===== src/rtl/aer_sched_pkg.sv =====
// Shared types and constants for the layer-3 AER slice event scheduler.
package aer_sched_pkg;

    localparam int NUM_SLICE   = 10;
    localparam int AER_W       = 8;
    localparam int HOT_W       = 200;
    localparam int CLASS_W     = 4;
    localparam int SLICE_IDX_W = 4;

    typedef enum logic [2:0] {
        IDLE,
        START,
        WAIT,
        DRAIN,
        FLUSH
    } sched_state_e;

    // Round-robin pointer successor, wrapping the last lane back to lane 0.
    function automatic logic [SLICE_IDX_W-1:0] wrap_inc(input logic [SLICE_IDX_W-1:0] idx);
        logic [SLICE_IDX_W-1:0] nxt;
        nxt = idx + 1'b1;
        if (idx == SLICE_IDX_W'(NUM_SLICE - 1)) begin
            nxt = '0;
        end
        return nxt;
    endfunction

endpackage


===== src/rtl/aer_slice_event_scheduler_rr_arbiter.sv =====
// Combinational 10-request round-robin arbiter: grants the first request at or after ptr.
module rr_arbiter_10
    import aer_sched_pkg::*;
(
    input  logic [NUM_SLICE-1:0]   req,
    input  logic [SLICE_IDX_W-1:0] ptr,
    output logic [NUM_SLICE-1:0]   gnt,
    output logic [SLICE_IDX_W-1:0] gnt_idx,
    output logic                   gnt_any
);

    always_comb begin
        int j;
        j       = 0;
        gnt     = '0;
        gnt_idx = '0;
        gnt_any = 1'b0;
        for (int i = 0; i < NUM_SLICE; i++) begin
            j = int'(ptr) + i;
            if (j >= NUM_SLICE) begin
                j = j - NUM_SLICE;
            end
            if (!gnt_any && req[j]) begin
                gnt_any = 1'b1;
                gnt[j]  = 1'b1;
                gnt_idx = SLICE_IDX_W'(j);
            end
        end
    end

endmodule


===== src/rtl/aer_slice_event_scheduler.sv =====
// Frame sequencer and round-robin drain for a 10-slice layer-3 AER encoder.
// Optional per-frame event cap enabled by defining AER_SCHED_MAX_EVENTS_EN.
module aer_slice_event_scheduler #(
    parameter int NUM_SLICE  = 10,
    parameter int AER_W      = 8,
    parameter int CNT_W      = 8,
    parameter int MAX_EVENTS = 32
) (
    input  logic                              clk,
    input  logic                              reset_n,
    input  logic                              frame_valid_i,
    output logic                              frame_ready_o,
    input  logic [aer_sched_pkg::HOT_W-1:0]   frame_hot_i,
    input  logic [aer_sched_pkg::CLASS_W-1:0] frame_class_i,
    output logic                              enc_start_o,
    output logic [aer_sched_pkg::HOT_W-1:0]   enc_hot_o,
    output logic [aer_sched_pkg::CLASS_W-1:0] enc_class_o,
    input  logic [NUM_SLICE*AER_W-1:0]        enc_aer_i,
    input  logic [NUM_SLICE-1:0]              enc_valid_i,
    output logic [NUM_SLICE-1:0]              enc_on_o,
    output logic [AER_W-1:0]                  aer_o,
    output logic                              aer_valid_o,
    input  logic                              aer_ready_i,
    output logic                              frame_done_o,
    output logic [CNT_W-1:0]                  event_count_o,
    output logic                              truncated_o
);

    import aer_sched_pkg::*;

    sched_state_e           state_q, state_d;
    logic [HOT_W-1:0]       hot_q;
    logic [CLASS_W-1:0]     class_q;
    logic [SLICE_IDX_W-1:0] rr_ptr_q;
    logic [CNT_W-1:0]       cnt_q;
    logic [NUM_SLICE-1:0]   last_gnt_q;
    logic                   aer_valid_q;
    logic [AER_W-1:0]       aer_q;
    logic                   done_q;
    logic [CNT_W-1:0]       count_q;
    logic                   trunc_q;

    logic [NUM_SLICE-1:0]   arb_req;
    logic [NUM_SLICE-1:0]   arb_gnt;
    logic [SLICE_IDX_W-1:0] arb_idx;
    logic                   arb_any;
    logic                   slot_free;
    logic                   do_grant;
    logic                   cap_hit;
    logic [AER_W-1:0]       gnt_addr;
    logic [AER_W-1:0]       lane_aer [NUM_SLICE];

    for (genvar i = 0; i < NUM_SLICE; i++) begin : g_lane
        assign lane_aer[i] = enc_aer_i[i*AER_W +: AER_W];
    end

    // A lane granted last cycle has not yet presented its next address, so mask it out.
    assign arb_req   = enc_valid_i & ~last_gnt_q;
    assign slot_free = !aer_valid_q || aer_ready_i;
    assign gnt_addr  = lane_aer[arb_idx];

    rr_arbiter_10 u_arb (
        .req     (arb_req),
        .ptr     (rr_ptr_q),
        .gnt     (arb_gnt),
        .gnt_idx (arb_idx),
        .gnt_any (arb_any)
    );

`ifdef AER_SCHED_MAX_EVENTS_EN
    assign cap_hit = (cnt_q >= CNT_W'(MAX_EVENTS));
`else
    logic unused_max_events;
    assign cap_hit           = 1'b0;
    assign unused_max_events = ^MAX_EVENTS;
`endif

    always_ff @(posedge clk or negedge reset_n) begin
        if (!reset_n) begin
            state_q <= IDLE;
        end else begin
            state_q <= state_d;
        end
    end

    always_comb begin
        state_d  = state_q;
        do_grant = 1'b0;
        case (state_q)
            IDLE: begin
                if (frame_valid_i) begin
                    state_d = START;
                end
            end
            START: state_d = WAIT;
            WAIT:  state_d = DRAIN;
            DRAIN: begin
                if (cap_hit) begin
                    state_d = FLUSH;
                end else begin
                    do_grant = slot_free && arb_any;
                    if ((enc_valid_i == '0) && (last_gnt_q == '0)) begin
                        state_d = FLUSH;
                    end
                end
            end
            FLUSH: begin
                if (!aer_valid_q) begin
                    state_d = IDLE;
                end
            end
            default: state_d = IDLE;
        endcase
    end

    always_ff @(posedge clk or negedge reset_n) begin
        if (!reset_n) begin
            hot_q       <= '0;
            class_q     <= '0;
            rr_ptr_q    <= '0;
            cnt_q       <= '0;
            last_gnt_q  <= '0;
            aer_valid_q <= 1'b0;
            aer_q       <= '0;
            done_q      <= 1'b0;
            count_q     <= '0;
            trunc_q     <= 1'b0;
        end else begin
            if ((state_q == IDLE) && frame_valid_i) begin
                hot_q   <= frame_hot_i;
                class_q <= frame_class_i;
            end

            if (state_q == START) begin
                cnt_q    <= '0;
                rr_ptr_q <= '0;
            end else if (do_grant) begin
                cnt_q    <= cnt_q + 1'b1;
                rr_ptr_q <= wrap_inc(arb_idx);
            end

            last_gnt_q <= do_grant ? arb_gnt : '0;

            // A new grant refills the slot; otherwise a consumed event empties it.
            if (do_grant) begin
                aer_q       <= gnt_addr;
                aer_valid_q <= 1'b1;
            end else if (aer_ready_i) begin
                aer_valid_q <= 1'b0;
            end

            done_q <= 1'b0;
            if ((state_q == FLUSH) && !aer_valid_q) begin
                done_q  <= 1'b1;
                count_q <= cnt_q;
                trunc_q <= cap_hit && (|enc_valid_i);
            end
        end
    end

    assign frame_ready_o = (state_q == IDLE);
    assign enc_start_o   = (state_q == START);
    assign enc_on_o      = do_grant ? arb_gnt : '0;
    assign enc_hot_o     = hot_q;
    assign enc_class_o   = class_q;
    assign aer_o         = aer_q;
    assign aer_valid_o   = aer_valid_q;
    assign frame_done_o  = done_q;
    assign event_count_o = count_q;
    assign truncated_o   = trunc_q;

endmodule


===== config.mk =====
export PLATFORM = sky130hd
export DESIGN_NAME = aer_slice_event_scheduler
export DESIGN_NICKNAME = d
export VERILOG_FILES = /design/src/rtl/aer_sched_pkg.sv /design/src/rtl/aer_slice_event_scheduler_rr_arbiter.sv /design/src/rtl/aer_slice_event_scheduler.sv
export SDC_FILE = /design/constraint.sdc
export NUM_CORES = 1
export LEC_CHECK = 0
export ABC_AREA = 1
export CORE_AREA = 2 2 206 208
export CTS_CLUSTER_SIZE = 24
export DETAILED_ROUTE_END_ITERATION = 10
export DIE_AREA = 0 0 208 210
export GPL_TIMING_DRIVEN = 0
export PLACE_DENSITY = 0.65
export SETUP_SLACK_MARGIN = 0.4
export SLEW_MARGIN = 0
export SYNTH_ARGS = -nofsm -noshare
export SYNTH_HDL_FRONTEND = slang
export SYNTH_SLANG_ARGS = --single-unit

===== constraint.sdc =====
create_clock -name clk -period 6.1 [get_ports clk]
set_input_delay 0.61 -clock clk [delete_from_list [all_inputs] [get_ports clk]]
set_output_delay 0.61 -clock clk [all_outputs]
set_load 0.01 [all_outputs]

==> impl_metrics.json <==
{
  "clockRootBuffer": "clkbuf_16",
  "area_growth_pct": 53.7,
  "finalSetupViolations": 0,
  "cp-end-kind": "primary output",
  "clock_power_share": 0.104,
  "grtUsageTotal": 0.286,
  "slew_headroom": 0.225,
  "synth-seq-cells": 247,
  "slowest_stage": "dfrtp_4",
  "gp_congestion": 1.02,
  "slew_violations": 0,
  "seq_area_frac_synth": 0.426,
  "syn_nets": 1986,
  "die_y_um": 210,
  "hold_violations": 0,
  "clock_path_buffers": 3,
  "internal-power_mw": 7.95,
  "drive_above_1_share": 0.213,
  "finalWorstSetupSlack_ps": 634,
  "whs_ps": 503,
  "insertion_delay_ps": 580,
  "async_flop_share": 1.00,
  "switching_share": 0.505,
  "start_util": 0.350,
  "cts_tree": "done",
  "grt_pass1_vias": 14410,
  "crit_top_cell": "nand2_1",
  "p_switching_mw": 8.10,
  "postSynthCellCount": 1651,
  "rsz0062_at_grt": "yes",
  "dpl_cell_area_sq_mm": 0.0206,
  "dr.pass1.iters": 5,
  "die_x_um": 208,
  "grt_max_degree": 117,
  "utilization": 0.538,
  "p_seq_frac": 0.179,
  "numCtsBuffers": 28,
  "drtAntennaViolNets": 0,
  "arrival_ps": 4860,
  "synth_cell_types": 57,
  "crit_chain": "inv_6 > ha_2 > inv_2 > nand2_1 > nand2_1 > ha_2 > nand2_2 > nand2_1 > nand2_1 > nor2_2 > nand2_1 > nand3_1 > nand2_2 > nor2_8 > nand4_4 > buf_6 > nor3_4 > buf_6 > nand2_2 > o2111ai_4 > a21oi_1 > nor2_2 > buf_2",
  "overflow": 0,
  "hp-class": "reg -> reg",
  "worst_slew_pin_slew_ps": 1150,
  "period_share": 0.896,
  "cp.required_ps": 5490,
  "core_area_sq_mm": 0.0415,
  "power_density_mw_per_mm2": 719,
  "wire_per_inst_um": 23.0,
  "hpwl_um": 52900,
  "vias": 14487,
  "place_ws_ps": -1230,
  "clk_pin_slew_ps": 60,
  "syn_area_per_cell_sq_um": 8.79,
  "grt_pass1_wl_um": 93700,
  "die-area_sq_mm": 0.0437,
  "cap_violations": 0,
  "fillers": 3826,
  "power_frac_comb": 0.717,
  "clock-sinks": 247,
  "fin_crit_ps": 5470,
  "worstSetupPathType": "reg -> out",
  "drc": 0,
  "io-pin-count": 533,
  "design_area_sq_mm": 0.0223,
  "antenna_found_initial": 26,
  "yosys_warnings": 0,
  "peakVddDrop_uv": 497,
  "critPathLaunchType": "flop",
  "dpl.cell_count": 2723,
  "h-tree-depth": 1,
  "outcome": "finished, final reports clean",
  "slowest_delay_ps": 570,
  "dr.first_iter.drc_count": 1162,
  "wirelength_um": 64900,
  "syn_area_sq_mm": 0.0145,
  "synth_ff_type": "dfrtp_1",
  "nets": 2587,
  "via_per_inst": 5.13,
  "leakagePower_nw": 10.1,
  "num_rows": 75,
  "final_cells": 2826,
  "synth_edf_count": 0,
  "io_buffers": 531,
  "skew_ps": 44.0,
  "max_freq_mhz": 183,
  "crit_path_max_fanout": 13
}
[stage by stage]
step	total power, mW	setup TNS (ps)
after floorplan	9.26	0
after global placement	13.6	-1563430
after detailed placement	13.6	-11180
after CTS	15.7	0
after global routing	17.2	0
final	16.1	0
[cells in the final DEF, fill, tap and decap left out, drive strengths merged, types with 3 or more instances in the layout]
| cell | instances |
|---|---|
| clkdlybuf4s50 | 520 |
| nand2 | 382 |
| dfrtp | 247 |
| mux2 | 204 |
| nand3 | 191 |
| inv | 186 |
| nor2 | 112 |
| clkbuf | 74 |
| buf | 69 |
| a21oi | 62 |
| o21ai | 57 |
| ha | 36 |
| nor3 | 26 |
| diode | 16 |
| nand4 | 13 |
| o2111ai | 10 |
| nor4 | 9 |
| or2 | 9 |
| xor2 | 7 |
| a31oi | 7 |
| o211ai | 6 |
| o22ai | 5 |
| nand3b | 4 |
| o31ai | 4 |
| clkinvlp | 3 |
| o21bai | 3 |
| clkinv | 3 |
| a41oi | 3 |
[worst paths after layout]
| kind | start | to | slack [ps] | cells after the start |
|---|---|---|---|---|
| worst max-delay path | rr_ptr_q[2] | enc_on_o[4] | 630 | 23 |
| worst min-delay path | enc_hot_o[156] | enc_hot_o[156] | 500 | 1 |
| worst max register to register | rr_ptr_q[3] | aer_o[6] | 1420 | 22 |
| worst min register to register | enc_hot_o[156] | enc_hot_o[156] | 500 | 1 |
| max in group asynchronous | reset_n | enc_hot_o[7] | 4540 | 3 |
| min in group asynchronous | reset_n | enc_hot_o[113] | 590 | 2 |
[cell usage after synthesis (3+ instances only)]
cell       number  area share
nand2_1       355       0.092
dfrtp_1       247        0.43
mux2_2        204        0.16
nand3_1       180       0.062
inv_1         173       0.045
nor2_1        102       0.026
a21oi_1        53       0.018
o21ai_0        49       0.017
ha_1           36       0.031
clkbuf_1       28      0.0072
nor3_1         25      0.0086
nand2_2        22      0.0095
inv_2          12      0.0031
buf_2          11      0.0038
nand4_1        10      0.0043
o2111ai_1      10      0.0060
a21oi_2         9      0.0054
nor4_1          9      0.0039
nand3_2         8      0.0055
or2_2           8      0.0034
a31oi_1         7      0.0030
o21ai_1         7      0.0024
o211ai_1        6      0.0031
buf_1           5      0.0013
buf_4           5      0.0026
nand2_4         5      0.0039
nor2_2          5      0.0022
o22ai_1         5      0.0022
buf_6           4      0.0031
nand3b_1        4      0.0021
xor2_1          4      0.0024
a41oi_1         3      0.0018
nand3_4         3      0.0036
nor2_4          3      0.0023
o31ai_1         3      0.0016
xor2_2          3      0.0034
[critical path: cells and delay by family (launching register included)]
family                     cells  cell delay (ps)
AOI/OAI and AO/OA              2              320
adders and majority gates      2              590
buffers and inverters          5              810
DFF                            1              570
and+or+nand+nor               14             1960
[area by class of cell]
class / count / area (sq um) / area share
Multi-Input combinational cell: 1166 / 7820 / 0.350
Sequential cell: 247 / 6190 / 0.277
Timing Repair Buffer: 571 / 5630 / 0.252
Clock buffer: 41 / 820 / 0.0367
Inverter: 185 / 704 / 0.0316
Tap cell: 539 / 674 / 0.0302
Buffer: 53 / 334 / 0.0150
Clock inverter: 8 / 101 / 0.00454
Antenna cell: 16 / 40.0 / 0.00179
[state kept, by name (all words and copies together), names as in the netlist, 3 cells and up]
signal and cells:
rr_ptr_q 4, last_gnt_q 10, aer_o 8, state_q 3, enc_class_o 4, cnt_q 8
enc_hot_o 200, event_count_o 8
[cells by family after synthesis]
logic type	count (synthesis)	synth area share
flip-flops	247	0.426
XOR/XNOR	8	0.00690
buffers and inverters	238	0.0659
AND/OR/NAND/NOR	749	0.239
multiplexers	204	0.158
adder cells (fa/ha/maj)	37	0.0324
AO/OA/AOI/OAI	167	0.0716
other	1	0.000258
[what timing repair did]
action,4_1_cts,5_1_grt
hold buffers,1,0
gates resized for setup,95,72
setup endpoints to repair,39,10
buffers inserted,19,17
hold endpoints to repair,45,0
pin swaps,16,23
cloned,0,1
[routing by layer]
metal / vias to the layer above / global-route usage / share of wire
li1: 6730 / - / -
met1: 6994 / 0.346 / 0.39
met2: 618 / 0.482 / 0.49
met3: 133 / 0.0642 / 0.075
met4: 12 / 0.144 / 0.051
met5: - / 0 / 0.0013
[power by group through the flow]
stage / sequential, mW / clock, mW / combinational (mW)
2_1_floorplan: 3.17 / 0 / 6.08
3_3_place_gp: 2.85 / 0 / 10.7
3_5_place_dp: 2.88 / 0 / 10.7
4_1_cts: 2.86 / 1.70 / 11.2
5_1_grt: 2.95 / 1.77 / 12.4
6_report: 2.87 / 1.67 / 11.5
Power figures use the tool's default switching activity.
